--- config.mk ---
export PLATFORM = sky130hd
export DESIGN_NAME = wb_irq_ctrl
export DESIGN_NICKNAME = d
export VERILOG_FILES = /design/src/rtl/wb_irq_ctrl.sv
export SDC_FILE = /design/constraint.sdc
export NUM_CORES = 1
export LEC_CHECK = 0
export CORE_MARGIN = 4
export CORE_UTILIZATION = 61
export DETAILED_ROUTE_END_ITERATION = 12
export HOLD_SLACK_MARGIN = 0.08
export PLACE_DENSITY = 0.9
export SYNTH_ARGS = -nofsm -noshare
export SYNTH_HDL_FRONTEND = slang
export SYNTH_SLANG_ARGS = --single-unit
--- constraint.sdc ---
create_clock -name wb_clk_i -period 3.26 [get_ports wb_clk_i]
set_input_delay 0.652 -clock wb_clk_i [delete_from_list [all_inputs] [get_ports wb_clk_i]]
set_output_delay 0.652 -clock wb_clk_i [all_outputs]
set_load 0.02 [all_outputs]
--- src/rtl/wb_irq_ctrl.sv ---
// Wishbone B3 slave interrupt controller: per-source synchroniser, polarity, edge/level mode, mask, W1C pending.
// Define WB_IRQ_CTRL_PRIO_EN to add the read-only PRIO register at 0x14 (lowest pending+masked source).
module wb_irq_ctrl #(
   parameter int          NUM_SRC     = 32,
   parameter int          SYNC_STAGES = 2,
   parameter logic [31:0] RESET_MASK  = 32'h0
) (
   input  logic               wb_clk_i,
   input  logic               wb_rst_ni,
   input  logic [4:0]         wb_adr_i,
   input  logic [31:0]        wb_dat_i,
   input  logic [3:0]         wb_sel_i,
   input  logic               wb_we_i,
   input  logic               wb_cyc_i,
   input  logic               wb_stb_i,
   input  logic [2:0]         wb_cti_i,
   input  logic [1:0]         wb_bte_i,
   output logic [31:0]        wb_dat_o,
   output logic               wb_ack_o,
   output logic               wb_err_o,
   input  logic [NUM_SRC-1:0] irq_i,
   output logic [NUM_SRC-1:0] irq_o
);

   typedef enum logic {IDLE, ACK} state_t;

   state_t             state_q;
   logic               ack_q, err_q;
   logic [31:0]        dat_q;
   logic [NUM_SRC-1:0] sync_q [SYNC_STAGES];
   logic [NUM_SRC-1:0] pend_q, pend_d, mask_q, mask_d, mode_q, mode_d, pol_q, pol_d, s_d_q, s_d_d;
   logic [NUM_SRC-1:0] s_cur, rise, clr, chg, wdat, wbe, irq_act;
   logic [31:0]        be32, rd_data;
   logic [2:0]         reg_sel;
   logic               acc, wr_acc, mapped;
   logic               unused_ok;

   assign unused_ok = ^{wb_cti_i, wb_bte_i, wb_adr_i[1:0], wb_dat_i, be32};

   assign reg_sel = wb_adr_i[4:2];
   assign acc     = (state_q == IDLE) && wb_cyc_i && wb_stb_i;
   assign wr_acc  = acc && wb_we_i;
   assign be32    = {{8{wb_sel_i[3]}}, {8{wb_sel_i[2]}}, {8{wb_sel_i[1]}}, {8{wb_sel_i[0]}}};
   assign wdat    = wb_dat_i[NUM_SRC-1:0];
   assign wbe     = be32[NUM_SRC-1:0];
   assign irq_act = pend_q & mask_q;
   assign irq_o   = irq_act;

   assign wb_dat_o = dat_q;
   assign wb_ack_o = ack_q;
   assign wb_err_o = err_q;

   always_ff @(posedge wb_clk_i or negedge wb_rst_ni) begin
      if (!wb_rst_ni) begin
         for (int i = 0; i < SYNC_STAGES; i++) sync_q[i] <= '0;
      end else begin
         sync_q[0] <= irq_i;
         for (int i = 1; i < SYNC_STAGES; i++) sync_q[i] <= sync_q[i-1];
      end
   end

   always_comb begin
      mask_d = mask_q;
      mode_d = mode_q;
      pol_d  = pol_q;
      clr    = '0;
      if (wr_acc) begin
         case (reg_sel)
            3'd1:    clr    = wdat & wbe;
            3'd2:    mask_d = (mask_q & ~wbe) | (wdat & wbe);
            3'd3:    mode_d = (mode_q & ~wbe) | (wdat & wbe);
            3'd4:    pol_d  = (pol_q  & ~wbe) | (wdat & wbe);
            default: ;
         endcase
      end
      // Reconfigured bits restart clean: pending dropped, edge history reloaded with the new polarity.
      chg    = (mode_d ^ mode_q) | (pol_d ^ pol_q);
      s_cur  = sync_q[SYNC_STAGES-1] ^ pol_q;
      rise   = s_cur & ~s_d_q;
      pend_d = ~chg & ((mode_d & ((pend_q & ~clr) | rise)) | (~mode_d & s_cur));
      s_d_d  = sync_q[SYNC_STAGES-1] ^ pol_d;
   end

   always_ff @(posedge wb_clk_i or negedge wb_rst_ni) begin
      if (!wb_rst_ni) begin
         pend_q <= '0;
         mask_q <= RESET_MASK[NUM_SRC-1:0];
         mode_q <= '0;
         pol_q  <= '0;
         s_d_q  <= '0;
      end else begin
         pend_q <= pend_d;
         mask_q <= mask_d;
         mode_q <= mode_d;
         pol_q  <= pol_d;
         s_d_q  <= s_d_d;
      end
   end

`ifdef WB_IRQ_CTRL_PRIO_EN
   logic [31:0] prio;
   always_comb begin
      prio = '0;
      for (int i = NUM_SRC - 1; i >= 0; i--)
         if (irq_act[i]) prio = {1'b1, 26'b0, 5'(i)};
   end
`endif

   always_comb begin
      mapped  = 1'b1;
      rd_data = '0;
      case (reg_sel)
         3'd0:    rd_data = 32'(irq_act);
         3'd1:    rd_data = 32'(pend_q);
         3'd2:    rd_data = 32'(mask_q);
         3'd3:    rd_data = 32'(mode_q);
         3'd4:    rd_data = 32'(pol_q);
`ifdef WB_IRQ_CTRL_PRIO_EN
         3'd5:    rd_data = prio;
`endif
         default: mapped = 1'b0;
      endcase
   end

   always_ff @(posedge wb_clk_i or negedge wb_rst_ni) begin
      if (!wb_rst_ni) begin
         state_q <= IDLE;
         ack_q   <= 1'b0;
         err_q   <= 1'b0;
         dat_q   <= '0;
      end else begin
         case (state_q)
            IDLE: begin
               if (wb_cyc_i && wb_stb_i) begin
                  state_q <= ACK;
                  ack_q   <= mapped;
                  err_q   <= !mapped;
                  dat_q   <= rd_data;
               end
            end
            ACK: begin
               state_q <= IDLE;
               ack_q   <= 1'b0;
               err_q   <= 1'b0;
            end
            default: state_q <= IDLE;
         endcase
      end
   end

endmodule

==> results_dict.tcl <==
set metrics [dict create \
    outcome "completed" \
    cp.required_ps 2610 \
    clock_skew_ps 19.9 \
    syn2layout_area_growth_pct 20.3 \
    fin_crit_ps 2400 \
    finish.utilization_pct 75.8 \
    rsz0062_at_grt "false" \
    synth_top_area_share_pct 52.2 \
    cts-root-buf "clkbuf_16" \
    critPathLaunchType "flip-flop" \
    r2r-start "state_q$_DFF_PN0_" \
    setup_ws_ps 864 \
    antenna_found_initial 3 \
    yosys.area.top_type "dfrtp_1" \
    wl_per_cell_um 22.2 \
    peakVddDrop_v 0.000440 \
    ios 149 \
    design_area_mm2 0.0149 \
    nNetsFinal 1288 \
    dieWidth_um 151 \
    cts_buffers 26 \
    nFillCells 1260 \
    slew_headroom_pct 52.4 \
    hold-worst-slack_ps 149 \
    io_buffers 141 \
    drv_cap 0 \
    syn_nets 1153 \
    post-route-drc-count 0 \
    die_h_um 151 \
    dp_hpwl_um 20900 \
    clk_pin_slew_worst_paths_ps 60 \
    path_cells "and2_1 -> clkdlybuf4s50_1" \
    pre_cts_ws_ps 433 \
    fmax_mhz 417 \
    grtUsageTotal_pct 29.2 \
    p_leak_nw 6.55 \
    synth_edf_count 0 \
    hold_viol_final 0 \
    min_period_over_period_pct 73.5 \
    core_mm2 0.0197 \
    end_kind "output port" \
    ys_async_sr_fraction_pct 100 \
    yosys_warnings 0 \
    cp_max_fo 4 \
    place_congestion 0.841 \
    grt_max_degree 93 \
    rows 51 \
    post_cts_resized 0 \
    cts_max_level 1 \
    avgViaCountPerCell 6.91 \
    synth_area_per_cell_um2 11.6 \
    grt_pass1_wl_um 52900 \
    grt_pass1_vias 10300 \
    r2r_cells 5 \
    ys_types 43 \
    drive_gt1_share_pct 14.8 \
    synth.most_common_cell "dfrtp_1" \
    ys_ff_latch 259 \
    tritoncts "done" \
    dr.pass1.iters 6 \
    critical-path-top-delay-family "buffers and inverters" \
    synth_seq_area_share_pct 52.2 \
    syn_inst 1070 \
    drt_iter0_drc 1133 \
    crit_buf_inv 1 \
    setup_tns_ps 0 \
    seq_area_mm2 0.00648 \
    slew_violations 0 \
    die_area_mm2 0.0227 \
    final-setup-viol-count 0 \
    place_area_mm2 0.0141 \
    power.density_mw_per_mm2 548 \
    multiInputGateArea_mm2 0.00545 \
    arrival_ps 1740 \
    rr_endpoint "pend_q[29]$_DFF_PN0_" \
    critical_path_class "reg2out" \
    slowest_stage "clkdlybuf4s50_1" \
    syn-cell-area_mm2 0.0124 \
    initial_core_util_pct 63.0 \
    synth_ff_type "dfrtp_1" \
    hold_class "in2async" \
    postRouteAntennaNets 0 \
    cts.sink_count 259 \
    post_cts_buffers 0 \
    clkLatencyLatePin_ps 540 \
    r2r_slack_ps 1130 \
    routed_wl_um 33100 \
    gr-total-overflow 0 \
    cpPeakStageDelay_ps 620 \
    ys_top_cells_by_count "dfrtp_1, nand2_1, mux2_2" \
    synth_area_leaders "dfrtp_1, mux2_2, a221o_1, xor2_1, a32oi_1" \
    clk_path_buf_depth 3 \
    cts-hold-fix-buffers 0 \
    worst_pin_slew_ps 713 \
    dr_total_vias 10300 \
]
cells in the final DEF, fill, tap and decap left out, types with 34 or more instances in the layout:
| cell | Yosys | layout |
|---|---|---|
| nand2_1 | 69 | 69 |
| mux2_2 | 65 | 65 |
| inv_1 | 34 | 34 |
| a221o_1 | 64 | 64 |
| clkdlybuf4s50_1 | 0 | 137 |
| o21ai_0 | 37 | 37 |
| a32oi_1 | 41 | 41 |
| xor2_1 | 64 | 64 |
| and2_1 | 34 | 34 |
| dfrtp_1 | 259 | 259 |
layer usage:
| layer | track usage (%) | share of wire [%] | up-vias |
|---|---|---|---|
| li1 | - | - | 4415 |
| met3 | 5.24 | 10 | 126 |
| met2 | 46.6 | 48 | 685 |
| met5 | 0 | 0 | - |
| met4 | 14.0 | 4.4 | 0 |
| met1 | 38.9 | 38 | 5076 |
metrics by stage:
step / cells / power, mW
final: 1490 / 8.19
after CTS: 1486 / 8.20
after floorplan: 1070 / 4.78
after detailed placement: 1442 / 5.42
after global routing: 1489 / 8.54
after global placement: 1442 / 5.34
final cells by class:
cell class,instances,area share [%]
timing repair buffer,179,11.7
clock inverter,5,0.243
tap,265,2.22
multi-input combinational,704,36.5
clock buffer,39,5.02
inverter,35,0.880
sequential,259,43.4
antenna,4,0.0670
report_power, final:
| group | switching, mW | internal (mW) |
|---|---|---|
| sequential | 0.356 | 3.60 |
| clock | 1.20 | 1.58 |
| combinational | 0.751 | 0.703 |
| total | 2.30 | 5.89 |
cells by family after synthesis:
family	Yosys count	synth area share, %
XOR/XNOR	64	4.51
AO/OA/AOI/OAI	315	20.6
buffers and inverters	107	3.98
flip-flops	259	52.2
multiplexers	80	7.10
AND/OR/NAND/NOR	245	11.6
how the worst max path moves through the flow:
stage                        startpoint                   end  slack, ps  cells after the start
finish              pend_q[0]$_DFF_PN0_              irq_o[0]        860                      2
global route        pend_q[0]$_DFF_PN0_              irq_o[0]        810                      2
global placement               wb_cyc_i             flip-flop        480                      6
floorplan                   wb_adr_i[4]  pend_q[10]$_DFF_PN0_       1290                      6
detailed placement             wb_cyc_i             flip-flop        430                      6
CTS                 pend_q[0]$_DFF_PN0_              irq_o[0]        860                      2
No activity file was read; power rests on OpenSTA's default activity.
